==> src/rtl/grant_responder_pkg.sv <==
// Shared types and default sizes for the grant_responder slice.
package grant_responder_pkg;

    typedef enum logic [1:0] {IDLE, SERVE, ACK} resp_state_t;

    localparam int unsigned RESP_N     = 4;
    localparam int unsigned RESP_CNT_W = 4;

endpackage

==> src/rtl/burst_down_counter.sv <==
// Loadable down-counter that tracks the remaining cycles of a burst.
module burst_down_counter #(
    parameter int unsigned CNT_W = 4
) (
    input  logic             clock,
    input  logic             reset,
    input  logic             load_i,
    input  logic [CNT_W-1:0] load_val_i,
    input  logic             dec_i,
    output logic             zero_o
);

    logic [CNT_W-1:0] cnt_q, cnt_d;

    always_comb begin
        cnt_d = cnt_q;
        if (load_i) begin
            cnt_d = load_val_i;
        end else if (dec_i && (cnt_q != '0)) begin
            cnt_d = cnt_q - CNT_W'(1);
        end
    end

    always_ff @(posedge clock or posedge reset) begin
        if (reset) begin
            cnt_q <= '0;
        end else begin
            cnt_q <= cnt_d;
        end
    end

    assign zero_o = (cnt_q == '0);

endmodule

==> src/rtl/grant_responder.sv <==
// Resource-side partner of a round-robin arbiter: latches a grant, serves a burst, pulses ack/done.
// Define GRANT_CHECK_EN to reject multi-hot grants and flag grant changes in err.
module grant_responder
    import grant_responder_pkg::*;
#(
    parameter int unsigned N     = RESP_N,
    parameter int unsigned CNT_W = RESP_CNT_W
) (
    input  logic               clock,
    input  logic               reset,
    input  logic [N-1:0]       grant,
    input  logic [N*CNT_W-1:0] burst_len,
    output logic               ack,
    output logic               busy,
    output logic [N-1:0]       owner,
    output logic [N-1:0]       done,
    output logic               err
);

    resp_state_t      state_q, state_d;
    logic [N-1:0]     owner_q, owner_d;
    logic [N-1:0]     done_q, done_d;
    logic             ack_q, ack_d;
    logic             busy_q, busy_d;
    logic             err_q, err_d;

    logic [N-1:0]     sel;
    logic [CNT_W-1:0] len_sel;
    logic [CNT_W-1:0] load_val;
    logic             multi_hot;
    logic             accept;
    logic             cnt_load;
    logic             cnt_dec;
    logic             cnt_zero;

    // Lowest-index set bit of grant, and the burst length field it selects.
    always_comb begin
        sel     = '0;
        len_sel = '0;
        for (int i = 0; i < int'(N); i++) begin
            if (grant[i] && (sel == '0)) begin
                sel[i]  = 1'b1;
                len_sel = burst_len[i*CNT_W +: CNT_W];
            end
        end
    end

    assign multi_hot = ((grant & (grant - N'(1))) != '0);
    assign load_val  = (len_sel == '0) ? '0 : len_sel - CNT_W'(1);

`ifdef GRANT_CHECK_EN
    assign accept = (grant != '0) && !multi_hot;
`else
    assign accept = (grant != '0);
`endif

    assign cnt_load = (state_q == IDLE) && accept;
    assign cnt_dec  = (state_q == SERVE) && !cnt_zero;

    burst_down_counter #(
        .CNT_W (CNT_W)
    ) u_cnt (
        .clock      (clock),
        .reset      (reset),
        .load_i     (cnt_load),
        .load_val_i (load_val),
        .dec_i      (cnt_dec),
        .zero_o     (cnt_zero)
    );

    always_ff @(posedge clock or posedge reset) begin
        if (reset) begin
            state_q <= IDLE;
            owner_q <= '0;
            done_q  <= '0;
            ack_q   <= 1'b0;
            busy_q  <= 1'b0;
            err_q   <= 1'b0;
        end else begin
            state_q <= state_d;
            owner_q <= owner_d;
            done_q  <= done_d;
            ack_q   <= ack_d;
            busy_q  <= busy_d;
            err_q   <= err_d;
        end
    end

    always_comb begin
        state_d = state_q;
        unique case (state_q)
            IDLE:    if (accept) state_d = SERVE;
            SERVE:   if (cnt_zero) state_d = ACK;
            ACK:     state_d = IDLE;
            default: state_d = IDLE;
        endcase
    end

    always_comb begin
        busy_d  = (state_d == SERVE);
        ack_d   = (state_d == ACK);
        owner_d = owner_q;
        if (cnt_load) begin
            owner_d = sel;
        end else if (state_d != SERVE) begin
            owner_d = '0;
        end
        // owner_q is still valid on the SERVE->ACK edge, so done is taken from it there.
        done_d = ((state_q == SERVE) && cnt_zero) ? owner_q : '0;
`ifdef GRANT_CHECK_EN
        err_d = err_q
              | ((state_q == IDLE) && multi_hot)
              | ((state_q == SERVE) && (grant != owner_q));
`else
        err_d = 1'b0;
`endif
    end

    assign ack   = ack_q;
    assign busy  = busy_q;
    assign owner = owner_q;
    assign done  = done_q;
    assign err   = err_q;

endmodule

==> config.mk <==
export PLATFORM = sky130hd
export DESIGN_NAME = grant_responder
export DESIGN_NICKNAME = d
export VERILOG_FILES = /design/src/rtl/grant_responder_pkg.sv /design/src/rtl/burst_down_counter.sv /design/src/rtl/grant_responder.sv
export SDC_FILE = /design/constraint.sdc
export NUM_CORES = 1
export LEC_CHECK = 0
export CAP_MARGIN = 10
export CORE_MARGIN = 2
export CORE_UTILIZATION = 45
export DETAILED_ROUTE_END_ITERATION = 10
export GPL_TIMING_DRIVEN = 0
export PLACE_DENSITY = 0.87
export SLEW_MARGIN = 25
export SYNTH_ARGS = -nofsm -noshare
export SYNTH_HDL_FRONTEND = slang
export SYNTH_SLANG_ARGS = --single-unit
==> constraint.sdc <==
create_clock -name clock -period 2.75 [get_ports clock]
set_input_delay 0.4125 -clock clock [delete_from_list [all_inputs] [get_ports clock]]
set_output_delay 0.4125 -clock clock [all_outputs]
set_load 0.01 [all_outputs]
# After elaboration in Yosys (flattened, before gate mapping)
# Index checks and enable logic that the tools add are counted.
[op_classes] addsub=2 n_mul=0 div=0 magnitude_cmp=0 eq_ne=4 shift=0 mux=17 bitwise=1 reduce_logical=17
[op_table] cell="2-to-1 mux 4 bit" n=10
[op_table] cell="logical NOT 4 bit" n=2
[op_table] cell="nonzero test 4 bit" n=2
[op_table] cell="subtractor 4 x 1 -> 4 bit (second input constant)" n=2
[op_table] cell="logical AND 1 bit" n=7
[op_table] cell="== test 2 x 1 -> 1 bit (second input constant)" n=2
[op_table] cell="logical NOT 2 bit" n=2
[op_table] cell="2-to-1 mux 1 bit" n=4
[op_table] cell="2-to-1 mux 2 bit" n=2
[op_table] cell="case mux 2 bit (2 select lines)" n=1
[op_table] cell="nonzero test 2 bit" n=2
[op_table] cell="logical NOT 3 bit" n=1
[op_table] cell="== test 2 bit (second input constant)" n=1
[op_table] cell="!= test 2 x 1 -> 1 bit (second input constant)" n=1
[op_table] cell="logical NOT 1 bit" n=1
[op_table] cell="NOT 1 bit" n=1
[word_totals] regBits=16 latch_bits=0 ramBits=0 mem_bits_ro=0 input_bits=22 output_inout_bits=11 memories=0

# Logic depth before layout (Yosys ltp)
[depth] ltp_word=13 ltp_mapped=7 ltp_nobuf=7

# Hierarchy
# Synthesis repeated with hierarchy kept, for this count alone.
[unflattened] hier_cells=97 hier_area_um2=952.2
[by_module_without_submodules] module="grant_responder" n_inst=1 cells_each=69 area_per_inst_um2=690.7
[by_module_without_submodules] module="burst_down_counter" n_inst=1 cells_each=28 area_per_inst_um2=261.5

# Worst setup path after synthesis
# No wires, ideal clock.
[synth_path] path_type="input port to flip-flop" start="input port grant[0]" end="register u_cnt.cnt_q[2]" arrival_ns=1.421 required_time_ns=2.684 path_slack_ns=1.264 path_stages=6 path_buffers=1 cell_sequence="buf_6 nor4b_4 o21a_1 nor3_2 o31ai_2 a31o_1"
[synth_via] elab_chain_cells=13
[synth_lines] item="from (decl)" line_no="grant_responder.sv:11" text="input logic [N-1:0] grant,"
[synth_lines] item="2-to-1 mux 1 bit" line_no="grant_responder.sv:41" text="if (grant[i] && (sel == '0)) begin"
[synth_lines] item="NOT 1 bit" line_no="grant_responder.sv:41"
[synth_lines] item="logical AND 1 bit" line_no="grant_responder.sv:41"
[synth_lines] item="2-to-1 mux 1 bit" line_no="grant_responder.sv:41"
[synth_lines] item="logical NOT 2 bit" line_no="grant_responder.sv:41"
[synth_lines] item="logical AND 1 bit" line_no="grant_responder.sv:41"
[synth_lines] item="2-to-1 mux 1 bit" line_no="grant_responder.sv:41"
[synth_lines] item="logical NOT 3 bit" line_no="grant_responder.sv:41"
[synth_lines] item="logical AND 1 bit" line_no="grant_responder.sv:41"
[synth_lines] item="2-to-1 mux 4 bit" line_no="grant_responder.sv:41"
[synth_lines] item="subtractor 4 x 1 -> 4 bit or logical NOT 4 bit (tied branches)" line_no="grant_responder.sv:49" text="assign load_val = (len_sel == '0) ? '0 : len_sel - CNT_W'(1);"
[synth_lines] item="2-to-1 mux 4 bit" line_no="grant_responder.sv:49"
[synth_lines] item="2-to-1 mux 4 bit" line_no="burst_down_counter.sv:17" text="if (load_i) begin"
[synth_lines] item="to (signal assigned)" line_no="burst_down_counter.sv:28" text="cnt_q <= cnt_d;"
[synth_lines] item="to (decl)" line_no="burst_down_counter.sv:13" text="logic [CNT_W-1:0] cnt_q, cnt_d;"
# Several ways; a longest one is shown, not always the timed one.
# A chain may end at the register's enable or synchronous reset.

# Worst setup path in the final report
[layout_path] start="input port grant[2]" end="register u_cnt.cnt_q[2]"
[layout_via] elab_chain_cells=8
[layout_lines] item="logical AND 1 bit" line_no="grant_responder.sv:41"
[layout_lines] item="2-to-1 mux 1 bit" line_no="grant_responder.sv:41"
[layout_lines] item="logical NOT 3 bit" line_no="grant_responder.sv:41"
[layout_lines] item="logical AND 1 bit" line_no="grant_responder.sv:41"
[layout_lines] item="2-to-1 mux 4 bit" line_no="grant_responder.sv:41"
[layout_lines] item="subtractor 4 x 1 -> 4 bit or logical NOT 4 bit (tied branches)" line_no="grant_responder.sv:49"
[layout_lines] item="2-to-1 mux 4 bit" line_no="grant_responder.sv:49"
[layout_lines] item="2-to-1 mux 4 bit" line_no="burst_down_counter.sv:17"
# Several ways; a longest one is shown, not always the timed one.

==> results.json <==
{
  "gp_congestion": 0.8134,
  "synth_top_cell_area_share_pct": 44.51,
  "r2r_setup_slack_ns": 1.10,
  "synth.mux.area_fraction_pct": 0,
  "cp-end-kind": "flop",
  "synth_flop_cell": "dfrtp_1",
  "synth-simple-area-share_pct": 20.31,
  "worstSetupStartpointType": "primary input",
  "die_w_um": 48.71,
  "rsz0062_at_grt": "false",
  "tightest_slew_ns": 0.5707,
  "synth_largest_area_cell": "dfrtp_1",
  "ios": 33,
  "dieArea_um2": 2373,
  "dp_slack_ns": 0.5602,
  "critical-path-top-delay-family": "simple AND/OR/NAND/NOR gates",
  "clock_path_buffers": 2,
  "drv_cap": 0,
  "cts_sinks": 16,
  "synth_most_common_cell": "dfrtp_1",
  "synth_nets": 110,
  "ctsHoldBuffers": 0,
  "placedInstanceArea_um2": 1234,
  "synth_area_um2": 899.6,
  "clkLatencyLatePin_ns": 0.29,
  "drt_wl_total_um": 1845,
  "worst_clock_skew_ns": 0.003277,
  "root_buffer": "clkbuf_4",
  "yosysWarningCount": 0,
  "yosys-top-cells-area": "dfrtp_1 45%, nand3b_1 4.2%, a21oi_1 3.9%",
  "r2r_start": "u_cnt.cnt_q[0]$_DFFE_PP0P_",
  "drv_slew": 0,
  "critPathBufInv": 1,
  "synth-compound-area-share_pct": 26.29,
  "wl_per_cell_um": 12.47,
  "status": "finished clean",
  "synth_xor_xnor_area_share_pct": 1.947,
  "post_cts_resize_count": 0,
  "peakVddDrop_mv": 0.4138,
  "fin_crit_ns": 1.875,
  "antenna_found_initial": 0,
  "hold_violations": 0,
  "antenna_cells": 0,
  "post_cts_buffers": 0,
  "power.density_nw_per_um2": 789.9,
  "fmax_ghz": 0.5333,
  "synthArstFlopShare_pct": 100.0,
  "grtUsageTotal_pct": 18.06,
  "total_power_mw": 1.003,
  "synth_cell_type_count": 35,
  "drtIter0Drc": 8,
  "cp_max_fo": 8,
  "arrival_ns": 2.11,
  "critPathLaunch": "grant[2]",
  "grt_max_degree": 17,
  "ys_ff_latch": 16,
  "cp_slowest_cell": "clkdlybuf4s50_1",
  "power_leakage_nw": 0.5313,
  "drc_errors": 0,
  "post_synth_fa_ha_maj_area_fraction_pct": 1.391,
  "path_class": "in -> reg",
  "via_per_inst": 5.264,
  "grt_pass1_wl_um": 3263,
  "start_util_pct": 46.81,
  "final_util_pct": 66.08,
  "htreeDepth": 1,
  "maxSlewHeadroom_pct": 61.91,
  "tns_ns": 0,
  "required_ns": 2.98,
  "core-area_um2": 1922,
  "ant_nets": 0,
  "synth_top_family_by_area": "compound AO/OA/AOI/OAI gates",
  "die_height_um": 48.71,
  "cts_buffers": 3,
  "crit_path_max_incr_delay_ns": 0.57,
  "cts_tree": "built",
  "final_area_um2": 1270,
  "synthCells": 87,
  "clk_pin_slew_ns": 0.09,
  "grt_pass1_vias": 776,
  "synth-edff-count": 0,
  "synth.avg_cell_area_um2": 10.34,
  "place_hpwl_um": 1479,
  "final_layout_size_suffix_gt1_share_pct": 13.22,
  "num_rows": 16,
  "grt.overflow.total": 0,
  "crit_chain": "clkdlybuf4s50_1 > nor4b_4 > o21a_1 > nor3_2 > o31ai_2 > a31o_1",
  "yosysSeqAreaShare_pct": 44.51,
  "post-route-period-util_pct": 68.19,
  "dr.pass1.iters": 4,
  "hp-class": "in -> async",
  "syn_to_final_growth_pct": 41.17,
  "fin_nets": 145,
  "io_buffers": 30,
  "timing.final.setup_violations": 0,
  "worst_slack_ns": 0.8749,
  "vias": 779,
  "ys_top_cells_by_count": "16 x dfrtp_1, 7 x a21oi_1, 6 x nand2_1, 5 x and2_1, 5 x nand3b_1"
}
## sequential cells by signal (all words and copies together), names as in the netlist
register	cells
done	4
owner	4
u_cnt.cnt_q	4
state_q	2
ack	1
busy	1
## where the power goes
part	total [mW]	internal (mW)	switching [mW]
sequential	0.371	0.315	0.0554
combinational	0.479	0.250	0.229
clock	0.154	0.0807	0.0731
## kinds of logic after synthesis
| family | after synthesis |
|---|---|
| other cells | 1 |
| xor+xnor | 2 |
| flops | 16 |
| fa+ha+maj | 1 |
| compound gates | 30 |
| buf+inv | 8 |
| simple gates | 29 |
## layer usage
metal,vias up,part of all wire (%),routed length (um),track usage [%]
li1,383,-,-,-
met1,353,40,731,19.11
met2,38,52,957,33.33
met3,5,6.4,119,4.321
met4,0,2.0,36,8.571
met5,-,0,0,0
## stage by stage
stage	cells	hold WS, ns
final	148	0.4739
after detailed placement	144	0.4910
after CTS	148	0.4957
after global placement	144	0.4888
after global routing	148	0.5465
after floorplan	87	0.3262
## worst paths after layout
check / to / cells after the start
setup / recovery: u_cnt.cnt_q[2]$_DFFE_PP0P_ / 6
max in group asynchronous: state_q[0]$_DFF_PP0_ / 2
hold / removal: state_q[1]$_DFF_PP0_ / 2
min in group clock: done[0]$_DFF_PP0_ / 1
hold reg to reg: done[0]$_DFF_PP0_ / 1
setup reg to reg: u_cnt.cnt_q[3]$_DFFE_PP0P_ / 6
## worst reg2reg max path: cells and delay by family, from the launching register on
family	cells	cell delay (ns)
buffers and inverters	1	0.07
adders and majority gates	1	0.22
and+or+nand+nor	1	0.13
xor gates and xnor gates	1	0.16
AOI/OAI and AO/OA	2	0.61
DFF	1	0.36
## cell type report
| type | instances | area, um2 |
|---|---|---|
| fill | 165 | 651.9 |
| multi-input combinational | 63 | 452.9 |
| sequential | 16 | 400.4 |
| timing repair buffer | 30 | 300.3 |
| clock buffer | 4 | 36.28 |
| tap | 27 | 33.78 |
| buffer | 4 | 31.28 |
| inverter | 4 | 15.01 |
## placed cells by master (no fill, tap or decap)
master           instances
ha_1                     1
a21boi_1                 1
a22o_2                   1
a22o_1                   1
o31ai_2                  1
a32o_1                   2
nand3b_1                 5
buf_2                    1
conb_1                   1
and2_1                   5
nor4b_4                  1
nor3_1                   3
o41ai_2                  1
nand3_1                  1
dfrtp_1                 16
nor3b_1                  1
nor2_1                   3
o21ai_1                  3
nor3_2                   1
a21oi_2                  1
inv_1                    4
a21o_1                   1
a2bb2oi_1                1
buf_4                    2
buf_6                    1
o2bb2ai_1                2
a31o_1                   1
a21oi_1                  7
a2bb2oi_2                2
xnor2_1                  2
clkbuf_8                 1
clkdlybuf4s50_1         30
nand2b_1                 3
clkbuf_4                 3
o21a_1                   1
o21ai_0                  3
nand2_1                  6
o211ai_1                 1
Power figures use the tool's default switching activity.
